File: src/rtl/atm_account_arbiter.sv
// Round-robin arbiter that serialises deposit/withdraw requests onto one account balance.
// Optional macro DAILY_LIMIT_EN adds a per-day withdrawal accumulator and limit check.
module atm_account_arbiter #(
    parameter int              N_REQ        = 4,
    parameter int              BAL_W        = 64,
    parameter int              AMT_W        = 32,
    parameter longint unsigned INIT_BALANCE = 4500,
    parameter longint unsigned DAILY_LIMIT  = 2000
) (
    input  logic                   clk,
    input  logic                   rst,
    input  logic [N_REQ-1:0]       req,
    input  logic [N_REQ-1:0]       req_tipo,
    input  logic [N_REQ*AMT_W-1:0] req_monto,
    input  logic                   nuevo_dia,
    output logic [N_REQ-1:0]       grant,
    output logic                   done,
    output logic                   ok,
    output logic                   fondos_insuficientes,
    output logic                   desborde,
    output logic                   limite_excedido,
    output logic [BAL_W-1:0]       balance,
    output logic                   ocupado
);
    localparam int PTR_W = $clog2(N_REQ);

    typedef enum logic [1:0] {IDLE, EXEC, RESP} state_t;

    state_t             state_q, state_d;
    logic [N_REQ-1:0]   grant_q, grant_d;
    logic               done_q, done_d;
    logic               ok_q, ok_d;
    logic               fi_q, fi_d;
    logic               des_q, des_d;
    logic [BAL_W-1:0]   bal_q, bal_d;
    logic [PTR_W-1:0]   ptr_q, ptr_d;
    logic [PTR_W-1:0]   win_q, win_d;
    logic               tipo_q, tipo_d;
    logic [AMT_W-1:0]   monto_q, monto_d;
    logic [AMT_W-1:0]   monto_arr [N_REQ];
    logic [BAL_W-1:0]   monto_ext;
    logic [BAL_W:0]     sum_dep;
    logic               found;
    logic [PTR_W-1:0]   idx;

    for (genvar g = 0; g < N_REQ; g++) begin : g_unpack
        assign monto_arr[g] = req_monto[g*AMT_W +: AMT_W];
    end

    assign monto_ext = BAL_W'(monto_q);
    assign sum_dep   = {1'b0, bal_q} + {1'b0, monto_ext};

`ifdef DAILY_LIMIT_EN
    logic [BAL_W-1:0] ret_q, ret_d;
    logic [BAL_W-1:0] ret_eff;
    logic             lim_q, lim_d;
    logic             lim_hit;

    // A new-day pulse coinciding with EXEC clears before the limit is evaluated.
    assign ret_eff = nuevo_dia ? '0 : ret_q;
    assign lim_hit = ({1'b0, ret_eff} + {1'b0, monto_ext}) > (BAL_W+1)'(DAILY_LIMIT);
    assign limite_excedido = lim_q;
`else
    logic unused_nuevo_dia;
    assign unused_nuevo_dia = nuevo_dia;
    assign limite_excedido  = 1'b0;
`endif

    always_comb begin
        state_d = state_q;
        grant_d = grant_q;
        done_d  = 1'b0;
        ok_d    = ok_q;
        fi_d    = fi_q;
        des_d   = des_q;
        bal_d   = bal_q;
        ptr_d   = ptr_q;
        win_d   = win_q;
        tipo_d  = tipo_q;
        monto_d = monto_q;
        found   = 1'b0;
        idx     = '0;
`ifdef DAILY_LIMIT_EN
        ret_d   = ret_eff;
        lim_d   = lim_q;
`endif
        case (state_q)
            IDLE: begin
                for (int k = 0; k < N_REQ; k++) begin
                    idx = PTR_W'((int'(ptr_q) + k) % N_REQ);
                    if (!found && req[idx]) begin
                        found = 1'b1;
                        win_d = idx;
                    end
                end
                if (found) begin
                    grant_d = N_REQ'(1) << win_d;
                    tipo_d  = req_tipo[win_d];
                    monto_d = monto_arr[win_d];
                    ok_d    = 1'b0;
                    fi_d    = 1'b0;
                    des_d   = 1'b0;
`ifdef DAILY_LIMIT_EN
                    lim_d   = 1'b0;
`endif
                    ptr_d   = (int'(win_d) == N_REQ - 1) ? '0 : win_d + 1'b1;
                    state_d = EXEC;
                end
            end
            EXEC: begin
                done_d  = 1'b1;
                state_d = RESP;
                if (!tipo_q) begin
                    if (sum_dep[BAL_W]) begin
                        des_d = 1'b1;
                    end else begin
                        bal_d = sum_dep[BAL_W-1:0];
                        ok_d  = 1'b1;
                    end
                end else if (monto_ext > bal_q) begin
                    fi_d = 1'b1;
                end
`ifdef DAILY_LIMIT_EN
                else if (lim_hit) begin
                    lim_d = 1'b1;
                end
`endif
                else begin
                    bal_d = bal_q - monto_ext;
                    ok_d  = 1'b1;
`ifdef DAILY_LIMIT_EN
                    ret_d = ret_eff + monto_ext;
`endif
                end
            end
            RESP: begin
                if (!req[win_q]) begin
                    grant_d = '0;
                    state_d = IDLE;
                end
            end
            default: state_d = IDLE;
        endcase
    end

    // Latched request fields carry no reset; they are only read after a grant.
    always_ff @(posedge clk) begin
        win_q   <= win_d;
        tipo_q  <= tipo_d;
        monto_q <= monto_d;
        if (!rst) begin
            state_q <= IDLE;
            grant_q <= '0;
            done_q  <= 1'b0;
            ok_q    <= 1'b0;
            fi_q    <= 1'b0;
            des_q   <= 1'b0;
            bal_q   <= BAL_W'(INIT_BALANCE);
            ptr_q   <= '0;
`ifdef DAILY_LIMIT_EN
            ret_q   <= '0;
            lim_q   <= 1'b0;
`endif
        end else begin
            state_q <= state_d;
            grant_q <= grant_d;
            done_q  <= done_d;
            ok_q    <= ok_d;
            fi_q    <= fi_d;
            des_q   <= des_d;
            bal_q   <= bal_d;
            ptr_q   <= ptr_d;
`ifdef DAILY_LIMIT_EN
            ret_q   <= ret_d;
            lim_q   <= lim_d;
`endif
        end
    end

    assign grant                = grant_q;
    assign done                 = done_q;
    assign ok                   = ok_q;
    assign fondos_insuficientes = fi_q;
    assign desborde             = des_q;
    assign balance              = bal_q;
    assign ocupado              = (state_q != IDLE);

endmodule

File: config.mk
export PLATFORM = sky130hd
export DESIGN_NAME = atm_account_arbiter
export DESIGN_NICKNAME = d
export VERILOG_FILES = /design/src/rtl/atm_account_arbiter.sv
export SDC_FILE = /design/constraint.sdc
export NUM_CORES = 1
export LEC_CHECK = 0
export ABC_AREA = 1
export BUFFER_PORTS_ARGS = -buffer_cell sky130_fd_sc_hd__buf_4
export CELL_PAD_IN_SITES_DETAIL_PLACEMENT = 1
export CELL_PAD_IN_SITES_GLOBAL_PLACEMENT = 1
export CORE_MARGIN = 2
export CORE_UTILIZATION = 35
export DETAILED_ROUTE_END_ITERATION = 12
export PLACE_DENSITY_LB_ADDON = 0.1
export SYNTH_ARGS = -nofsm -noshare
export SYNTH_HDL_FRONTEND = slang
export SYNTH_SLANG_ARGS = --single-unit
export TNS_END_PERCENT = 100
File: constraint.sdc
create_clock -name clk -period 2.1 [get_ports clk]
set_input_delay 0 -clock clk [delete_from_list [all_inputs] [get_ports clk]]
set_output_delay 0 -clock clk [all_outputs]
set_load 0.01 [all_outputs]
==> metrics, run 1 <==
cell taking the most area after synthesis=nand2_1; IO buf count=210; placer congestion estimate=0.971; chip width=197 um; initial antenna violation count=9; floorplan row count=70; clk buf depth=2; largest net degree at the start of global routing=42; Yosys top cell area share=24.9%; CTS buffer count=9; Worst EP Category=register input; root buf cell=clkbuf_16; post-DP HPWL=53500 um; Starting Density=35.5%; Synth Flop Type=dfxtp_1; Seq/Total Area, Yosys=around 20%; Cells after DPL=3465; die height=197 um; grt total ovfl=5; htree depth=3; Post-Syn Instances=2427; fraction of registers with async set/reset=0%; last worst endpoint in the global-route repair_timing=balance[41]$_SDFFE_PN0P_/D; GRT Overall Usage=72.2%; Synth area leaders=nand2_1 25%, inv_1 14%, dfxtp_1 12%; EDFF count, synth=35; CTS sink count=111; Run Error=[ERROR GRT-0232] Routing congestion too high. Check the congestion heatmap in the GUI.; syn avg cell area=5.36 sq um; # IOs=213; Syn Nets=2636; Cell variety after synth=42; Post-Syn Area=roughly 13000 sq um; Synth Warn #=0; Synth Register Bits=111; status=did not finish; last step reached=global routing
==> cell usage after synthesis (all sizes together) (2+ instances only) <==
library cell and instances:
a21boi 3, a21oi 98, nand3 121, nand4 43, a21o 3, nor3 30
inv 480, xor2 22, nand3b 7, fa 2, and2 5, xnor2 7
o21bai 8, nor2 320, edfxtp 35, nand2 871, o211ai 3, dfxtp 76
nor4 4, or2 4, clkbuf 23, o31ai 4, o21ai 132, buf 52
ha 68, a22oi 2
==> through the flow <==
| stage | setup TNS, ns | setup slack, ns | cell area, sq um |
|---|---|---|---|
| after floorplan | -1.60 | -0.0498 | 13100 |
| after CTS | -35.32 | -0.482 | 20800 |
| after global placement | -30.92 | -0.551 | 18300 |
| after detailed placement | -42.38 | -0.579 | 18300 |
==> routing by layer <==
| metal | overflow | track usage [%] |
|---|---|---|
| met5 | 0 | 21.7 |
| met4 | 2 | 75.7 |
| met3 | 1 | 54.7 |
| met2 | 2 | 91.9 |
| met1 | 0 | 69.8 |
==> what timing repair did <==
action | CTS
gates resized for setup | 313
pin swaps | 58
buffers inserted | 28
endpoints found under the setup margin | 136
endpoints found under the hold margin | 19
cloned | 16
hold buffers | 52
==> cell families after synthesis <==
kind of cell	synth area share, %
and+or+nand+nor	43.6
buffers and inverters	17.2
AOI/OAI and AO/OA	10.5
DFF	19.8
adders and majority gates	6.85
xor gates and xnor gates	2.01
other	0.0288
==> run 2: changes to the inputs <==
--- a/config.mk
+++ b/config.mk
@@ -7,12 +7,10 @@
 export LEC_CHECK = 0
 export ABC_AREA = 1
 export BUFFER_PORTS_ARGS = -buffer_cell sky130_fd_sc_hd__buf_4
-export CELL_PAD_IN_SITES_DETAIL_PLACEMENT = 1
-export CELL_PAD_IN_SITES_GLOBAL_PLACEMENT = 1
 export CORE_MARGIN = 2
-export CORE_UTILIZATION = 35
+export CORE_UTILIZATION = 40
 export DETAILED_ROUTE_END_ITERATION = 12
-export PLACE_DENSITY_LB_ADDON = 0.1
+export PLACE_DENSITY_LB_ADDON = 0.15
 export SYNTH_ARGS = -nofsm -noshare
 export SYNTH_HDL_FRONTEND = slang
 export SYNTH_SLANG_ARGS = --single-unit
==> constraint.sdc (replaced) <==
create_clock -name clk -period 2.7 [get_ports clk]
set_input_delay 0 -clock clk [delete_from_list [all_inputs] [get_ports clk]]
set_output_delay 0 -clock clk [all_outputs]
set_load 0.01 [all_outputs]
==> metrics, run 2 <==
most frequent cell after synthesis=nand2_1; commonest non-fill, non-tap cell in the layout=nand2_1; Setup CP Type=reg2reg; r2r endpoint=balance[15]; die height=184 um; worst skew pair latency=0.39 ns; vias=15781; Synth Register Bits=111; Final Critical Period=2.63 ns; Finish-stage setup viols=0; drt drc=0; Filler cells=3482; grt total ovfl=0; Tcrit/Tclk final=97.3%; R2R Setup Slk=0.07 ns; Cell Chain, Critical Path=inv_1 > ha_2 > buf_4 > nand2_1 > inv_1 > nand2_1 > nand2_1 > nand2_1 > nand2_1 > inv_1 > nand2_1 > o21ai_0 > xor2_1 > a21oi_1; CTS buffer count=9; Post-Syn Instances=2427; delay of the slowest cell on the worst path=0.63 ns; Worst Path Arrival=about 3 ns; IO buf count=between 200 and 250; Synth Warn #=0; # IOs=between 200 and 250; GR peak layer=met2; Seq/Total Area, Yosys=19.8%; achievable frequency=381 MHz; Synth area leaders=nand2_1 25%, inv_1 14%, dfxtp_1 12%; CTS tree=yes; beginning of the worst hold path=req_monto[15]; total die area=34000 sq um; slowest stage cell on the critical path=o21ai_0; Starting Density=40.3%; Reg-to-Reg Start=monto_q[10]; Final Util=52.5%; CP delay by family, top=compound AO/OA/AOI/OAI gates; Max Slew Vio Count=0; largest net degree at the start of global routing=69; met2 usage=52.3%; # Max-Cap Violations=0; Fin. Hold Viols=0; max FFs per register=64; GRT Overall Usage=about a third; CP Launch Point=monto_q[10]; Yosys top cell area share=24.9%; DRT Pass-1 Iters=6; placer congestion estimate=0.991; Final Skew=0.0162 ns; Worst-path clk slew=0.07 ns; CTS sink count=111; commonest non-fill, non-tap cells in the layout=842 x nand2_1, 467 x inv_1, 322 x buf_4; Slew HR=between 40% and 50%; startpoint types=flip-flop; Syn Nets=2636; grt met1 use=44.5%; fraction of registers with async set/reset=0%; Nets=2949; CP bufs+invs=4; cell mode on critical path=nand2_1; Cell variety after synth=42; Post-Syn Area=13000 sq um; post-DP HPWL=~44000 um; DR vias/cell=4.95; EDFF count, synth=35; global-route wire length before repair=82900 um; Area growth syn-to-layout=30.3%; Routed Antenna Nets=0; DRT Wirelength=54300 um; initial antenna violation count=1; WHS Endpoint=monto_q[15]; floorplan row count=66; Slew @ Worst Pin=roughly 0.78 ns; vias in the first global route=around 15000; RSZ-0062 raised after global routing=yes; root buf cell=clkbuf_16; fraction of layout cells with a size suffix above 1=17.4%; critical path capture point type=flip-flop; htree depth=3; Wirelength per Cell=between 15 and 20 um; DRT iter0 DRCs=between 1000 and 1500; hold path cells=5; clk buf depth=2; GR Util met3=2.85%; status=finished clean; Synth Flop Type=dfxtp_1; chip width=184 um; critical path peak fanout=6; worst min path class=in2reg; cell taking the most area after synthesis=nand2_1; core area=32300 sq um; syn avg cell area=5.36 sq um; Worst R2R Path Depth=14; required time worst endpoint=3.01 ns; top post-synthesis cells by count=864 x nand2_1, 468 x inv_1, 316 x nor2_1
## run 2: cell type report
cell class | instances | area (sq um) | share of cell area, %
Antenna cell | 1 | 2.50 | 0.0148
Clock buffer | 12 | 268 | 1.58
Clock inverter | 4 | 35.0 | 0.207
Inverter | 480 | 1800 | 10.6
Multi-Input combinational cell | 1761 | 8600 | 50.8
Sequential cell | 111 | 2570 | 15.2
Tap cell | 442 | 553 | 3.26
Timing Repair Buffer | 377 | 3100 | 18.3
## run 2: worst max-delay path by stage
stage | endpoint | cells past startpoint
2_1_floorplan | ok | 13
3_3_place_gp | balance[53] | 17
3_5_place_dp | balance[60] | 16
4_1_cts | balance[31] | 13
5_1_grt | balance[29] | 15
6_report | balance[15] | 14
## run 2: metrics by stage
step / worst slack, ns / cell area (sq um) / TNS [ns] / hold WS, ns / instances
final: 0.0720 / 16900 / 0 / 0.0162 / 3188
after global routing: -0.0271 / 16900 / -0.211 / 0.0465 / 3187
after CTS: 0.00453 / 16500 / 0 / 0.000431 / 3180
after detailed placement: -0.0729 / 15700 / -1.23 / 0.382 / 3120
after global placement: -0.0396 / 15700 / -0.112 / 0.387 / 3120
after floorplan: 0.417 / 13000 / 0 / 0.283 / 2427
## run 2: kinds of logic (layout without fill, tap and decap cells)
family | Yosys count | in the layout | synth area share, %
AOI/OAI and AO/OA | 255 | 255 | 10.5
xor gates and xnor gates | 29 | 29 | 2.01
adders and majority gates | 70 | 70 | 6.85
buffers and inverters | 555 | 873 | 17.2
DFF | 111 | 111 | 19.8
other | 1 | 2 | 0.0288
and+or+nand+nor | 1406 | 1406 | 43.6
## run 2: worst reg2reg max path: stages, from the launching register on
cell and delay (ns):
edfxtp_1 0.39, inv_1 0.07, ha_2 0.32, buf_4 0.16, nand2_1 0.17, inv_1 0.06, nand2_1 0.06, nand2_1 0.08
nand2_1 0.07, nand2_1 0.06, inv_1 0.05, nand2_1 0.08, o21ai_0 0.63, xor2_1 0.17, a21oi_1 0.19
## run 2: what timing repair did
action,CTS,global route
hold buffers,41,0
setup endpoints to repair,42,68
pin swaps,1,9
endpoints found under the hold margin,18,0
cloned,1,1
gates resized for setup,20,116
setup buffers,2,8
## run 2: per-layer routing
layer	wire length (um)	up-vias	share of wire (%)
met5	0	-	0
met4	1400	0	2.6
met3	3240	68	6.0
met2	24300	558	45
met1	25300	7154	47
li1	-	8001	-
Power of run 2 is left out: the tool's default activity adds up to more than one toggle a clock period on the data nets, which glitch-free logic cannot reach.
